$ cat src/rtl/ctrl_pkg.sv
// ctrl_pkg: shared constants for the hardwired control sequencer.
// Opcode map, ALU operation codes, DataPath bus bit indices, the
// sequencer state enum and the instruction-class decode helpers.
package ctrl_pkg;

    localparam int NREG  = 16;
    localparam int ALU_W = 16;
    localparam int BUS_W = 32;
    localparam int OP_W  = 5;

    // Opcodes (ir[31:27])
    localparam logic [OP_W-1:0] OP_LD   = 5'd0;
    localparam logic [OP_W-1:0] OP_ST   = 5'd2;
    localparam logic [OP_W-1:0] OP_ADD  = 5'd3;
    localparam logic [OP_W-1:0] OP_SUB  = 5'd4;
    localparam logic [OP_W-1:0] OP_AND  = 5'd5;
    localparam logic [OP_W-1:0] OP_OR   = 5'd6;
    localparam logic [OP_W-1:0] OP_SHR  = 5'd7;
    localparam logic [OP_W-1:0] OP_SHL  = 5'd8;
    localparam logic [OP_W-1:0] OP_ROR  = 5'd9;
    localparam logic [OP_W-1:0] OP_ROL  = 5'd10;
    localparam logic [OP_W-1:0] OP_ADDI = 5'd12;
    localparam logic [OP_W-1:0] OP_ANDI = 5'd13;
    localparam logic [OP_W-1:0] OP_ORI  = 5'd14;
    localparam logic [OP_W-1:0] OP_BR   = 5'd18;
    localparam logic [OP_W-1:0] OP_JR   = 5'd19;
    localparam logic [OP_W-1:0] OP_NOP  = 5'd26;
    localparam logic [OP_W-1:0] OP_HALT = 5'd27;

    // ALU operation codes
    localparam logic [ALU_W-1:0] ALU_NONE  = 16'd0;
    localparam logic [ALU_W-1:0] ALU_ADD   = 16'd1;
    localparam logic [ALU_W-1:0] ALU_SUB   = 16'd2;
    localparam logic [ALU_W-1:0] ALU_AND   = 16'd3;
    localparam logic [ALU_W-1:0] ALU_OR    = 16'd4;
    localparam logic [ALU_W-1:0] ALU_SHR   = 16'd10;
    localparam logic [ALU_W-1:0] ALU_SHL   = 16'd11;
    localparam logic [ALU_W-1:0] ALU_ROR   = 16'd12;
    localparam logic [ALU_W-1:0] ALU_ROL   = 16'd13;
    localparam logic [ALU_W-1:0] ALU_INCPC = 16'd15;

    // Bus bit indices shared with DataPath (bits 15:0 are R0..R15)
    localparam int BUS_ZLO = 19;
    localparam int BUS_PC  = 20;
    localparam int BUS_MDR = 21;
    localparam int BUS_C   = 23;

    typedef enum logic [3:0] {
        ST_RESET,
        ST_T0,
        ST_T1,
        ST_T2,
        ST_T3,
        ST_T4,
        ST_T5,
        ST_T6,
        ST_T7,
        ST_HALT
    } state_t;

    typedef enum logic [3:0] {
        CL_RR,
        CL_IMM,
        CL_LD,
        CL_ST,
        CL_JR,
        CL_BR,
        CL_NOP,
        CL_HALT,
        CL_ILL
    } iclass_t;

    // Map an opcode onto the execute sequence it uses; br is only a real
    // instruction when the branch feature is built in.
    function automatic iclass_t decode_class(input logic [OP_W-1:0] op,
                                             input logic br_en);
        iclass_t c;
        case (op)
            OP_ADD, OP_SUB, OP_AND, OP_OR,
            OP_SHR, OP_SHL, OP_ROR, OP_ROL: c = CL_RR;
            OP_ADDI, OP_ANDI, OP_ORI:       c = CL_IMM;
            OP_LD:                          c = CL_LD;
            OP_ST:                          c = CL_ST;
            OP_JR:                          c = CL_JR;
            OP_NOP:                         c = CL_NOP;
            OP_HALT:                        c = CL_HALT;
            OP_BR: begin
                if (br_en) begin
                    c = CL_BR;
                end else begin
                    c = CL_ILL;
                end
            end
            default:                        c = CL_ILL;
        endcase
        return c;
    endfunction

    // ALU code driven in the compute step; address arithmetic uses add.
    function automatic logic [ALU_W-1:0] alu_code(input logic [OP_W-1:0] op);
        logic [ALU_W-1:0] a;
        case (op)
            OP_ADD, OP_ADDI, OP_LD, OP_ST: a = ALU_ADD;
            OP_SUB:                        a = ALU_SUB;
            OP_AND, OP_ANDI:               a = ALU_AND;
            OP_OR, OP_ORI:                 a = ALU_OR;
            OP_SHR:                        a = ALU_SHR;
            OP_SHL:                        a = ALU_SHL;
            OP_ROR:                        a = ALU_ROR;
            OP_ROL:                        a = ALU_ROL;
            default:                       a = ALU_NONE;
        endcase
        return a;
    endfunction

endpackage

$ cat src/rtl/reg_select.sv
// reg_select: 4-bit register field to one-hot register-slice enable.
module reg_select #(
    parameter int NREG  = 16,
    parameter int SEL_W = 4
) (
    input  logic [SEL_W-1:0] field,
    input  logic             en,
    output logic [NREG-1:0]  onehot
);

    // One bit per general register; field 0 selects R0 like any other.
    always_comb begin
        onehot = {NREG{1'b0}};
        if (en) begin
            onehot[field] = 1'b1;
        end else begin
            onehot = {NREG{1'b0}};
        end
    end

endmodule

$ cat src/rtl/ctrl_sequencer.sv
// ctrl_sequencer: hardwired fetch/decode/execute control unit for DataPath.
// Walks T0..T7 per instruction with a memory-ready handshake in the two
// memory steps and drives the DataPath strobe bundle from the state and ir.
// Build option: define CTRL_BRANCH_EN to execute br; otherwise br decodes
// as an undefined opcode (illegal pulse, then behaves as nop).
module ctrl_sequencer
    import ctrl_pkg::*;
(
    input  logic              clock,
    input  logic              clear,
    input  logic [31:0]       ir,
    input  logic              mem_ready,
    input  logic              con_ff,
    output logic [BUS_W-1:0]  Rin,
    output logic [BUS_W-1:0]  Rout,
    output logic [ALU_W-1:0]  ALUControl,
    output logic              IRin,
    output logic              MARin,
    output logic              RYin,
    output logic              MDRread,
    output logic              PCjump,
    output logic              mem_read,
    output logic              mem_write,
    output logic              run,
    output logic              illegal
);

`ifdef CTRL_BRANCH_EN
    localparam logic BR_EN = 1'b1;
`else
    localparam logic BR_EN = 1'b0;
`endif

    state_t            state_r;
    iclass_t           class_s;
    logic [OP_W-1:0]   opcode_s;
    logic [3:0]        ra_s;
    logic [3:0]        rb_s;
    logic [3:0]        rc_s;
    logic [ALU_W-1:0]  alu_op_s;

    logic [BUS_W-1:0]  rin_misc_s;
    logic [BUS_W-1:0]  rout_misc_s;
    logic              rin_reg_en_s;
    logic              rout_reg_en_s;
    logic [3:0]        rout_field_s;
    logic [NREG-1:0]   rin_reg_s;
    logic [NREG-1:0]   rout_reg_s;
    logic [ALU_W-1:0]  alu_s;
    logic              irin_s;
    logic              marin_s;
    logic              ryin_s;
    logic              mdrread_s;
    logic              pcjump_s;
    logic              mem_read_s;
    logic              mem_write_s;
    logic              illegal_s;
    logic              imm_unused_s;

    assign opcode_s     = ir[31:27];
    assign ra_s         = ir[26:23];
    assign rb_s         = ir[22:19];
    assign rc_s         = ir[18:15];
    assign class_s      = decode_class(opcode_s, BR_EN);
    assign alu_op_s     = alu_code(opcode_s);
    // Low immediate bits belong to DataPath's Cout path, not to control.
    assign imm_unused_s = ^ir[14:0];

    reg_select #(.NREG(NREG), .SEL_W(4)) u_rin_sel (
        .field  (ra_s),
        .en     (rin_reg_en_s),
        .onehot (rin_reg_s)
    );

    reg_select #(.NREG(NREG), .SEL_W(4)) u_rout_sel (
        .field  (rout_field_s),
        .en     (rout_reg_en_s),
        .onehot (rout_reg_s)
    );

    // Sequencer state: fetch T0-T2, class-specific execute steps, memory
    // waits held in T1/T6/T7, halt is sticky until clear.
    always_ff @(posedge clock or posedge clear) begin
        if (clear) begin
            state_r <= ST_RESET;
        end else begin
            case (state_r)
                ST_RESET: state_r <= ST_T0;
                ST_T0:    state_r <= ST_T1;
                ST_T1: begin
                    if (mem_ready) begin
                        state_r <= ST_T2;
                    end else begin
                        state_r <= ST_T1;
                    end
                end
                ST_T2: begin
                    case (class_s)
                        CL_NOP, CL_ILL: state_r <= ST_T0;
                        CL_HALT:        state_r <= ST_HALT;
                        default:        state_r <= ST_T3;
                    endcase
                end
                ST_T3: begin
                    case (class_s)
                        CL_RR, CL_IMM, CL_LD, CL_ST, CL_BR: state_r <= ST_T4;
                        default:                            state_r <= ST_T0;
                    endcase
                end
                ST_T4: state_r <= ST_T5;
                ST_T5: begin
                    case (class_s)
                        CL_LD, CL_ST, CL_BR: state_r <= ST_T6;
                        default:             state_r <= ST_T0;
                    endcase
                end
                ST_T6: begin
                    case (class_s)
                        CL_LD: begin
                            if (mem_ready) begin
                                state_r <= ST_T7;
                            end else begin
                                state_r <= ST_T6;
                            end
                        end
                        CL_ST:   state_r <= ST_T7;
                        default: state_r <= ST_T0;
                    endcase
                end
                ST_T7: begin
                    if ((class_s == CL_ST) && !mem_ready) begin
                        state_r <= ST_T7;
                    end else begin
                        state_r <= ST_T0;
                    end
                end
                ST_HALT: state_r <= ST_HALT;
                default: state_r <= ST_RESET;
            endcase
        end
    end

    // Control bundle decode for the current step; RESET and HALT drive nothing.
    always_comb begin
        rin_misc_s    = 32'h0000_0000;
        rout_misc_s   = 32'h0000_0000;
        rin_reg_en_s  = 1'b0;
        rout_reg_en_s = 1'b0;
        rout_field_s  = 4'd0;
        alu_s         = ALU_NONE;
        irin_s        = 1'b0;
        marin_s       = 1'b0;
        ryin_s        = 1'b0;
        mdrread_s     = 1'b0;
        pcjump_s      = 1'b0;
        mem_read_s    = 1'b0;
        mem_write_s   = 1'b0;
        illegal_s     = 1'b0;
        case (state_r)
            ST_T0: begin
                rout_misc_s[BUS_PC]  = 1'b1;
                marin_s              = 1'b1;
                alu_s                = ALU_INCPC;
                rin_misc_s[BUS_ZLO]  = 1'b1;
            end
            ST_T1: begin
                rout_misc_s[BUS_ZLO] = 1'b1;
                rin_misc_s[BUS_MDR]  = 1'b1;
                mdrread_s            = 1'b1;
                mem_read_s           = 1'b1;
                // PC takes the increment only once the fetch completes.
                if (mem_ready) begin
                    rin_misc_s[BUS_PC] = 1'b1;
                end else begin
                    rin_misc_s[BUS_PC] = 1'b0;
                end
            end
            ST_T2: begin
                rout_misc_s[BUS_MDR] = 1'b1;
                irin_s               = 1'b1;
                if (class_s == CL_ILL) begin
                    illegal_s = 1'b1;
                end else begin
                    illegal_s = 1'b0;
                end
            end
            ST_T3: begin
                case (class_s)
                    CL_RR, CL_IMM, CL_LD, CL_ST: begin
                        rout_field_s  = rb_s;
                        rout_reg_en_s = 1'b1;
                        ryin_s        = 1'b1;
                    end
                    CL_JR: begin
                        rout_field_s       = ra_s;
                        rout_reg_en_s      = 1'b1;
                        rin_misc_s[BUS_PC] = 1'b1;
                        pcjump_s           = 1'b1;
                    end
                    CL_BR: begin
                        rout_field_s  = ra_s;
                        rout_reg_en_s = 1'b1;
                    end
                    default: begin
                        rout_reg_en_s = 1'b0;
                    end
                endcase
            end
            ST_T4: begin
                case (class_s)
                    CL_RR: begin
                        rout_field_s        = rc_s;
                        rout_reg_en_s       = 1'b1;
                        alu_s               = alu_op_s;
                        rin_misc_s[BUS_ZLO] = 1'b1;
                    end
                    CL_IMM, CL_LD, CL_ST: begin
                        rout_misc_s[BUS_C]  = 1'b1;
                        alu_s               = alu_op_s;
                        rin_misc_s[BUS_ZLO] = 1'b1;
                    end
                    CL_BR: begin
                        rout_misc_s[BUS_PC] = 1'b1;
                        ryin_s              = 1'b1;
                    end
                    default: begin
                        alu_s = ALU_NONE;
                    end
                endcase
            end
            ST_T5: begin
                case (class_s)
                    CL_RR, CL_IMM: begin
                        rout_misc_s[BUS_ZLO] = 1'b1;
                        rin_reg_en_s         = 1'b1;
                    end
                    CL_LD, CL_ST: begin
                        rout_misc_s[BUS_ZLO] = 1'b1;
                        marin_s              = 1'b1;
                    end
                    CL_BR: begin
                        rout_misc_s[BUS_C]  = 1'b1;
                        alu_s               = ALU_ADD;
                        rin_misc_s[BUS_ZLO] = 1'b1;
                    end
                    default: begin
                        rin_reg_en_s = 1'b0;
                    end
                endcase
            end
            ST_T6: begin
                case (class_s)
                    CL_LD: begin
                        mdrread_s           = 1'b1;
                        rin_misc_s[BUS_MDR] = 1'b1;
                        mem_read_s          = 1'b1;
                    end
                    CL_ST: begin
                        // Store data goes in through the bus side of MDR.
                        rout_field_s        = ra_s;
                        rout_reg_en_s       = 1'b1;
                        rin_misc_s[BUS_MDR] = 1'b1;
                        mdrread_s           = 1'b0;
                    end
                    CL_BR: begin
                        rout_misc_s[BUS_ZLO] = 1'b1;
                        if (con_ff) begin
                            rin_misc_s[BUS_PC] = 1'b1;
                        end else begin
                            rin_misc_s[BUS_PC] = 1'b0;
                        end
                    end
                    default: begin
                        mdrread_s = 1'b0;
                    end
                endcase
            end
            ST_T7: begin
                case (class_s)
                    CL_LD: begin
                        rout_misc_s[BUS_MDR] = 1'b1;
                        rin_reg_en_s         = 1'b1;
                    end
                    CL_ST: begin
                        mem_write_s = 1'b1;
                    end
                    default: begin
                        mem_write_s = 1'b0;
                    end
                endcase
            end
            default: begin
                illegal_s = 1'b0;
            end
        endcase
    end

    assign Rin        = rin_misc_s  | {{(BUS_W-NREG){1'b0}}, rin_reg_s};
    assign Rout       = rout_misc_s | {{(BUS_W-NREG){1'b0}}, rout_reg_s};
    assign ALUControl = alu_s;
    assign IRin       = irin_s;
    assign MARin      = marin_s;
    assign RYin       = ryin_s;
    assign MDRread    = mdrread_s;
    assign PCjump     = pcjump_s;
    assign mem_read   = mem_read_s;
    assign mem_write  = mem_write_s;
    assign illegal    = illegal_s;
    assign run        = (state_r != ST_HALT);

endmodule
$ cat config.mk
export PLATFORM = sky130hd
export DESIGN_NAME = ctrl_sequencer
export DESIGN_NICKNAME = d
export VERILOG_FILES = /design/src/rtl/ctrl_pkg.sv /design/src/rtl/reg_select.sv /design/src/rtl/ctrl_sequencer.sv
export SDC_FILE = /design/constraint.sdc
export NUM_CORES = 1
export LEC_CHECK = 0
export ABC_CLOCK_PERIOD_IN_PS = 2500
export BUFFER_PORTS_ARGS = -buffer_cell sky130_fd_sc_hd__buf_2
export CAP_MARGIN = 20
export CORE_MARGIN = 3
export CORE_UTILIZATION = 36
export DETAILED_ROUTE_END_ITERATION = 7
export PLACE_DENSITY_LB_ADDON = 0.1
export SKIP_LAST_GASP = 1
export SYNTH_ARGS = -nofsm -noshare
export SYNTH_HDL_FRONTEND = slang
export SYNTH_SLANG_ARGS = --single-unit
$ cat constraint.sdc
create_clock -name clock -period 2.5 [get_ports clock]
set_clock_uncertainty 0.2 [all_clocks]
set_input_delay 0.25 -clock clock [delete_from_list [all_inputs] [get_ports clock]]
set_output_delay 0.25 -clock clock [all_outputs]
set_load 0.05 [all_outputs]
==> results of run 1 <==
==> worst max-delay path, delay by kind of cell <==
kind | cells | cell delay (ps)
compound gates | 4 | 920
simple gates | 3 | 920
buf+inv | 4 | 440
fa+ha+maj | 1 | 180
==> per-stage QoR <==
stage / instances / setup TNS (ps)
3_5_place_dp: 391 / -21170
5_1_grt: 416 / -19100
2_1_floorplan: 272 / -8880
3_3_place_gp: 391 / -19890
4_1_cts: 405 / -13680
6_report: 416 / -15250
==> layer usage <==
metal	vias to the layer above	wire length (µm)	GRT usage (%)
met5	-	0	0
met4	0	100	4.38
met3	12	317	1.82
met2	80	3520	40.3
met1	968	2270	25.3
li1	996	-	-
==> synthesized netlist by cell type, drive strengths merged, types with 2 or more instances <==
cell,instances
a21boi,3
a21oi,10
a221o,3
a221oi,2
a31oi,2
and2,6
and3,3
buf,42
clkbuf,6
dfrtp,4
ha,6
inv,9
nand2,15
nand2b,8
nand3,5
nand3b,5
nor2,49
nor2b,5
nor3,9
nor3b,3
nor4,2
nor4b,2
o21ai,10
o21bai,2
or3,3
==> logic make-up after synthesis <==
logic type,count (synthesis),synth area share (%)
simple gates,122,41.9
buf+inv,57,24.1
compound gates,43,20.5
fa+ha+maj,6,4.84
flops,4,6.45
mux,2,1.37
other cells,1,0.242
xor+xnor,1,0.565
==> where the power goes <==
group          leakage, µW  switching, µW  total, µW  internal (µW)
clock            0.0000216           30.7        133            102
sequential       0.0000505           11.8        100           88.5
combinational      0.00138            834       1220            389
==> layout by cell type (no fill, tap or decap), drive strengths merged, types with 2 or more instances in the layout <==
master	instances
a21boi	3
a21oi	10
a221o	3
a221oi	2
a31oi	2
and2	6
and3	3
buf	138
clkbuf	3
conb	37
dfrtp	4
ha	6
inv	9
nand2	15
nand2b	8
nand3	5
nand3b	5
nor2	49
nor2b	5
nor3	9
nor3b	3
nor4	2
nor4b	2
o21ai	10
o21bai	2
or3	3
==> area by class of cell <==
type	instances	share of cell area [%]
Sequential cell	4	3.08
Clock buffer	3	1.27
Timing Repair Buffer	139	38.4
Inverter	9	1.42
Multi-Input combinational cell	211	53.9
Tap cell	50	1.93
==> worst max-delay path by stage <==
stage / endpoint / slack, ps / depth (start not counted) / from
final: Rout[0] / -640 / 12 / ir[27]
after global routing: Rout[3] / -720 / 12 / ir[27]
after CTS: Rout[2] / -570 / 12 / ir[27]
after detailed placement: Rout[0] / -810 / 11 / ir[27]
after global placement: Rout[0] / -740 / 11 / ir[27]
after floorplan: Rout[0] / -490 / 9 / ir[27]
==> repair_timing <==
| action | CTS | global route |
|---|---|---|
| pin swaps | 20 | 21 |
| resized for setup | 104 | 59 |
| endpoints found under the hold margin | 4 | 0 |
| setup endpoints to repair | 38 | 40 |
| hold buffers | 1 | 0 |
| gates cloned | 0 | 0 |
| buffers inserted | 10 | 11 |
==> impl_metrics.json, run 1 <==
{
  "cts_sinks": 4,
  "pre_cts_ws_ps": -814,
  "dpl_cell_area_um2": 2430,
  "netlist.area_leader.share_pct": 18.4,
  "grt_max_degree": 12,
  "first_global_vias": 1845,
  "area_delta_synth_final_pct": 109,
  "arrival_ps": 2690,
  "grt.total_usage_pct": 21.1,
  "overflow": 0,
  "grt_pass1_wl_mm": 9.00,
  "drtIter0Drc": 153,
  "syn_area_um2": 1550,
  "postLayoutCellArea_um2": 3250,
  "hold_start": "mem_ready",
  "cp_cell_sequence": "buf_12 -> inv_8 -> ha_4 -> o211ai_1 -> o31a_1 -> buf_6 -> o21bai_4 -> and3_4 -> a221o_1 -> or4b_4 -> nor2_4 -> buf_6",
  "top_regs": "state_r (4)",
  "hold_slack_ps": 189,
  "fin_ws_ps": -644,
  "dp_hpwl_mm": 4.11,
  "r2r_cells": 7,
  "timing.rr.end": "state_r[0]$_DFF_PP0_",
  "cp.required_ps": 2050,
  "fmax_mhz": 318,
  "slowest_stage": "or4b_4",
  "synth.yosys.seq_area_share_pct": 6.45,
  "period_share_pct": 126,
  "rsz0062_at_grt": "yes",
  "synthTopCellsByArea": "buf_4 (18%), nor2_1 (12%), dfrtp_1 (6.5%)",
  "p_total_uw": 1460,
  "p_per_area_nw_per_um2": 448,
  "dieArea_um2": 5130,
  "leakage_uw": 0.00145,
  "drv_cap": 0,
  "critPathKind": "primary input to output port",
  "core_um2": 4090,
  "cts_buffer_depth": 2,
  "antenna_found_initial": 0,
  "largest_reg_flops": 4,
  "yosys_most_used_dff": "dfrtp_1",
  "ios": 125,
  "hold_depth": 3,
  "synth_cell_types": 58,
  "viasPerCell": 4.94,
  "ant_nets": 0,
  "peakVddDrop_mv": 0.445,
  "period_minus_slack_ps": 3140,
  "num_vias": 2056,
  "r2r-start": "state_r[3]$_DFF_PP0_",
  "initial_utilization_pct": 38.0,
  "core.rowCount": 23,
  "syn_inst": 236,
  "ys_warn_count": 0,
  "drc_errors": 0,
  "end_kind": "output port",
  "nNetsFinal": 410,
  "fp.dieW_um": 71.7,
  "ctsHtreeMaxLevel": 1,
  "wl_per_cell_um": 14.9,
  "largest-register": "state_r",
  "place_congestion": 0.870,
  "ys_ff_latch": 4,
  "crit_top_cell": "buf_6",
  "die_y_um": 71.7,
  "synth_async_sr_flop_share_pct": 100,
  "worstSetupStartpointType": "primary input",
  "min_to": "state_r[3]$_DFF_PP0_",
  "cts_made_buffers": 3,
  "hp-class": "primary input to flip-flop",
  "failed_checks": "negative setup slack",
  "clock_latency_ps": 210,
  "synth_top_cell_by_area": "buf_4",
  "setup_violations": 36,
  "slowest_delay_ps": 620,
  "cts_root_buf": "clkbuf_8",
  "rrSetupSlack_ps": 480,
  "numPortBuffers": 71,
  "hold_viol_final": 0,
  "fillers": 282,
  "antenna_cells": 0,
  "drive_gt1_share_pct": 60.9,
  "finalWirelength_mm": 6.21,
  "cts.clk_slew.worst_paths_ps": 30,
  "multi_input_area_um2": 1750,
  "dr.pass1.iters": 4,
  "worst-path-max-fanout": 6,
  "synth_edf_count": 0,
  "slew_viol_final": 0,
  "synth.avg_cell_area_um2": 6.57,
  "fin_util_pct": 79.5,
  "regArea_um2": 100,
  "cts_tree": "built",
  "outcome": "finished, violations left"
}
Note: power is estimated with default switching activity, not from simulation.
==> run 2, diff against run 1 <==
MAX_ROUTING_LAYER = met4   (was unset)
==> impl_metrics.json, run 2 (synthesis gave the netlist of run 1 again) <==
{
  "p_total_uw": 1440,
  "hp-class": "primary input to flip-flop",
  "viasPerCell": 4.92,
  "end_kind": "output port",
  "dieArea_um2": 5130,
  "cts_sinks": 4,
  "fp.dieW_um": 71.7,
  "layout_common_cells": "buf_4 (62), conb_1 (37), nor2_4 (29), buf_2 (29), buf_6 (24)",
  "nNetsFinal": 410,
  "fin_util_pct": 78.2,
  "slew_viol_final": 0,
  "num_vias": 2048,
  "setup_violations": 32,
  "dp_hpwl_mm": 4.20,
  "overflow": 0,
  "tns_ps": -14880,
  "first_global_vias": 1931,
  "cts_tree": "built",
  "area_delta_synth_final_pct": 106,
  "ant_nets": 0,
  "arrival_ps": 2660,
  "antenna_cells": 0,
  "period_minus_slack_ps": 3110,
  "core.rowCount": 23,
  "fin_ws_ps": -614,
  "grt_max_degree": 12,
  "p_per_area_nw_per_um2": 452,
  "ctsHtreeMaxLevel": 1,
  "failed_checks": "negative setup slack",
  "antenna_found_initial": 0,
  "fillers": 287,
  "slowest_delay_ps": 580,
  "place_congestion": 0.890,
  "slowest_stage": "or4b_4",
  "leakage_uw": 0.00142,
  "period_share_pct": 125,
  "hold_viol_final": 0,
  "worst-path-max-fanout": 4,
  "cts.clk_slew.worst_paths_ps": 40,
  "top_regs": "state_r (4)",
  "largest-register": "state_r",
  "worstSetupStartpointType": "primary input",
  "peakVddDrop_mv": 0.445,
  "outcome": "finished, violations left",
  "largest_reg_flops": 4,
  "critPathKind": "primary input to output port",
  "hold_slack_ps": 173,
  "clock_latency_ps": 220,
  "initial_utilization_pct": 38.0,
  "cp.required_ps": 2050,
  "pre_cts_ws_ps": -828,
  "die_y_um": 71.7,
  "rsz0062_at_grt": "yes",
  "finalWirelength_mm": 5.91,
  "drive_gt1_share_pct": 60.9,
  "cts_made_buffers": 3,
  "cts_buffer_depth": 2,
  "cts_root_buf": "clkbuf_8",
  "drv_cap": 0,
  "ios": 125,
  "core_um2": 4090,
  "wl_per_cell_um": 14.2,
  "cp_cell_sequence": "buf_12 -> inv_8 -> ha_4 -> nor2_4 -> o31a_1 -> buf_4 -> o2111ai_2 -> a21boi_1 -> a221o_1 -> or4b_4 -> nor2_4 -> buf_6",
  "drtIter0Drc": 113,
  "fmax_mhz": 321,
  "mostFrequentLayoutCell": "buf_4",
  "drc_errors": 0,
  "dr.pass1.iters": 4,
  "numPortBuffers": 71,
  "grt_pass1_wl_mm": 9.31,
  "crit_top_cell": "nor2_4",
  "grt.total_usage_pct": 22.4
}
==> run 2: cell count changes in the layout (fill, tap and decap cells not counted), moves of 2 or more <==
cell,delta
buf_12,-2
buf_4,+2
buf_6,-2
clkbuf_4,+2
==> run 2: through the flow <==
stage / cell area [µm²] / cells
2_1_floorplan: 2010 / 272
3_3_place_gp: 2440 / 392
3_5_place_dp: 2440 / 392
4_1_cts: 3020 / 413
5_1_grt: 3200 / 416
6_report: 3200 / 416
==> run 2: area by class of cell <==
class	instances	area, µm²	share of cell area [%]
Clock buffer	3	41.3	1.29
Inverter	9	46.3	1.45
Multi-Input combinational cell	211	1720	53.8
Sequential cell	4	100	3.13
Tap cell	50	62.6	1.96
Timing Repair Buffer	139	1230	38.4
==> run 2: timing repair <==
item / in CTS / in global routing
hold buffers: 1 / 0
pin swaps: 27 / 22
endpoints found under the hold margin: 4 / 0
buffers inserted: 17 / 5
gates cloned: 0 / 0
setup endpoints to repair: 39 / 41
gates resized for setup: 116 / 44
==> run 2: path summary, 6_finish.rpt <==
| path | startpoint | slack [ps] | endpoint | depth (start not counted) |
|---|---|---|---|---|
| max in group asynchronous | clear | 1700 | state_r[0]$_DFF_PP0_ | 3 |
| setup / recovery | ir[27] | -610 | Rout[3] | 12 |
| min in group asynchronous | clear | 240 | state_r[2]$_DFF_PP0_ | 3 |
| setup reg to reg | state_r[3]$_DFF_PP0_ | 250 | state_r[0]$_DFF_PP0_ | 9 |
| hold / removal | mem_ready | 170 | state_r[3]$_DFF_PP0_ | 3 |
| hold reg to reg | state_r[3]$_DFF_PP0_ | 450 | state_r[1]$_DFF_PP0_ | 2 |
==> run 2: where the power goes <==
group          total (µW)  switching (µW)  internal, µW
logic                1200             816           385
registers             101            12.0          88.5
clock network         141            37.9           103
==> run 2: critical path: cells and delay by family <==
family | cells | cell delay [ps]
adder cells (fa/ha/maj) | 1 | 170
AND/OR/NAND/NOR | 3 | 760
buffers and inverters | 4 | 490
AO/OA/AOI/OAI | 4 | 990
==> run 2: layer usage <==
layer / track usage [%] / vias to the layer above / wire (µm) / part of all wire [%]
met3: 2.38 / 6 / 268 / 4.5
met5: - / - / 0 / 0
met1: 27.6 / 970 / 2260 / 38
met4: 3.13 / 0 / 52 / 0.88
met2: 40.2 / 66 / 3330 / 56
li1: - / 1006 / - / -
==> run 3, diff against run 2 <==
SYNTH_HIERARCHICAL = 1   (was unset)
==> impl_metrics.json, run 3 <==
{
  "cts_root_buf": "clkbuf_8",
  "power.net_switching_uw": 901,
  "cts_tree": "built",
  "slowest_stage": "or3b_4",
  "synth_edf_count": 0,
  "ctsHtreeMaxLevel": 1,
  "synth.avg_cell_area_um2": 6.33,
  "synth_async_sr_flop_share_pct": 100,
  "core.rowCount": 22,
  "largest-register": "state_r",
  "hp-class": "primary input to flip-flop",
  "period_share_pct": 115,
  "dieArea_um2": 4920,
  "syn_area_um2": 1480,
  "p_sw_share_pct": 61.6,
  "busiest_layer": "met2",
  "cts_made_buffers": 3,
  "rsz0062_at_grt": "yes",
  "arrival_ps": 2420,
  "drive_gt1_share_pct": 60.4,
  "top_regs": "state_r (4)",
  "cp.required_ps": 2050,
  "first_global_vias": 1937,
  "initial_utilization_pct": 39.0,
  "slew_viol_final": 0,
  "leakage_uw": 0.00142,
  "synth.yosys.seq_area_share_pct": 6.76,
  "area_delta_synth_final_pct": 110,
  "crit_top_cell": "nor3_4",
  "num_vias": 2055,
  "netlist.area_leader.share_pct": 19.8,
  "failed_checks": "negative setup slack",
  "antenna_cells": 0,
  "antenna_found_initial": 0,
  "use_met3_pct": 1.44,
  "ys_ff_latch": 4,
  "die_y_um": 70.2,
  "ys_warn_count": 6,
  "nNetsFinal": 413,
  "worstSetupStartpointType": "primary input",
  "end_kind": "output port",
  "synthTopCellsByArea": "buf_4 (20%), nor2_1 (9.4%), dfrtp_1 (6.8%)",
  "cts_buffer_depth": 2,
  "ios": 125,
  "overflow": 0,
  "critPathKind": "primary input to output port",
  "wl_per_cell_um": 14.7,
  "core_um2": 3800,
  "dr.pass1.iters": 4,
  "synth_top_family_by_area": "simple AND/OR/NAND/NOR gates",
  "clock_latency_ps": 220,
  "synth.most_common_cell": "buf_4",
  "hold_slack_ps": 225,
  "grt_pass1_wl_mm": 9.36,
  "fp.dieW_um": 70.2,
  "synth_top_cell_by_area": "buf_4",
  "mostFrequentLayoutCell": "buf_4",
  "place_congestion": 0.905,
  "yosys.area_share.simple_pct": 40.2,
  "yosys_most_used_dff": "dfrtp_1",
  "outcome": "finished, violations left",
  "viasPerCell": 4.93,
  "drtIter0Drc": 124,
  "p_int_uw": 561,
  "yosys-top-cells-count": "buf_4 (39), nor2_1 (37), nand2_1 (21)",
  "syn_inst": 234,
  "cts_sinks": 4,
  "fmax_mhz": 349,
  "p_comb_share_pct": 83.4,
  "setup_violations": 32,
  "layout_common_cells": "buf_4 (63), conb_1 (37), buf_6 (35)",
  "period_minus_slack_ps": 2870,
  "synth_cell_types": 45,
  "drv_cap": 0,
  "synthMuxAreaShare_pct": 1.01,
  "ant_nets": 0,
  "fin_ws_ps": -367,
  "synth_fa_ha_area_share_pct": 5.07,
  "met1_usage_pct": 25.8,
  "dp_cells": 400,
  "rrSetupSlack_ps": 780,
  "seq_power_share_pct": 7.2,
  "hold_viol_final": 0,
  "dp_hpwl_mm": 4.10,
  "slowest_delay_ps": 490,
  "cp_top_family": "simple AND/OR/NAND/NOR gates",
  "critPathBufInv": 4,
  "fillers": 247,
  "worst-path-max-fanout": 5,
  "cts.clk_slew.worst_paths_ps": 30,
  "synth_xor_area_share_pct": 0.591,
  "synth-compound-area-share_pct": 20.9,
  "cp_cell_sequence": "buf_12 -> inv_8 -> ha_4 -> buf_4 -> nor3_4 -> a2bb2oi_2 -> a21o_1 -> o22a_1 -> o211ai_1 -> or3b_4 -> nor3_4 -> buf_6",
  "drc_errors": 0,
  "numPortBuffers": 71,
  "largest_reg_flops": 4,
  "finalWirelength_mm": 6.15,
  "grt.total_usage_pct": 23.6,
  "p_clk_share_pct": 9.4,
  "final_cells": 417,
  "grt_max_degree": 12,
  "peakVddDrop_mv": 0.645,
  "use_met2_pct": 46.7,
  "p_per_area_nw_per_um2": 470
}
## run 3: changes by cell type after synthesis, sizes merged, moves of 3 or more
| cell | previous run | this run |
|---|---|---|
| o211ai | 1 | 7 |
| inv | 9 | 12 |
| nand2 | 15 | 21 |
| a21oi | 10 | 15 |
| nor3 | 9 | 13 |
| a221o | 3 | 0 |
| a21boi | 3 | 0 |
| o21ai | 10 | 13 |
| a211oi | 0 | 3 |
| and2 | 6 | 0 |
| nand3 | 5 | 11 |
| nor2 | 49 | 37 |
## run 3: worst reg2reg max path, stage by stage (launching register included)
cell      delay [ps]
dfrtp_1          380
buf_4            140
buf_4            160
nand3b_1         240
buf_4            190
o21ai_0          120
o21ai_0          100
o211ai_1         100
## run 3: final timing paths
| kind | start | end | cells after the start |
|---|---|---|---|
| setup / recovery | ir[27] | Rout[0] | 12 |
| hold / removal | mem_ready | state_r[1]$_DFF_PP0_ | 3 |
| setup reg to reg | state_r[2]$_DFF_PP0_ | state_r[3]$_DFF_PP0_ | 7 |
| hold reg to reg | state_r[3]$_DFF_PP0_ | state_r[1]$_DFF_PP0_ | 2 |
| max in group asynchronous | clear | state_r[3]$_DFF_PP0_ | 3 |
| min in group asynchronous | clear | state_r[0]$_DFF_PP0_ | 3 |
## run 3: power groups by stage
stage               logic [µW]  clock network, µW  registers (µW)
finish                    1220                137             105
global route              1290                147             109
CTS                       1160                139             104
detailed placement        1130                  0             103
global placement          1130                  0             102
floorplan                  887                  0            97.2
## run 3: layout make-up
type	instances	area [µm²]	area share [%]
Clock buffer	3	41.3	1.33
Tap cell	48	60.1	1.93
Multi-Input combinational cell	208	1630	52.3
Sequential cell	4	100	3.22
Timing Repair Buffer	142	1220	39.3
Inverter	12	60.1	1.93
## run 3: through the flow
stage	utilization, %	power, µW	setup TNS [ps]	worst slack (ps)	area, µm²
after floorplan	-	984	-9530	-634	1990
after global placement	65.7	1230	-13930	-581	2500
after detailed placement	65.7	1230	-15610	-628	2500
after CTS	78.3	1410	-6170	-297	2980
after global routing	81.9	1550	-10760	-512	3110
final	81.9	1460	-7630	-367	3110
## run 3: logic make-up after synthesis
kind of cell | Yosys count
adder cells (fa/ha/maj) | 6
other | 1
multiplexers | 1
XOR/XNOR | 1
AND/OR/NAND/NOR | 114
AO/OA/AOI/OAI | 49
buffers and inverters | 58
flip-flops | 4
## run 3: routing by layer
metal  share of wire (%)  vias up  wire, µm
met5                   0        -         0
met4                 2.5        0       153
met3                 4.3       14       267
met2                  59       75      3620
met1                  34      955      2110
li1                    -     1011         -
## run 3: timing repair
| item | 4_1_cts | 5_1_grt |
|---|---|---|
| gates resized for setup | 97 | 36 |
| setup endpoints to repair | 38 | 38 |
| setup buffers | 11 | 3 |
| pin swaps | 29 | 10 |
| hold buffers | 1 | 0 |
| endpoints found under the hold margin | 4 | 0 |
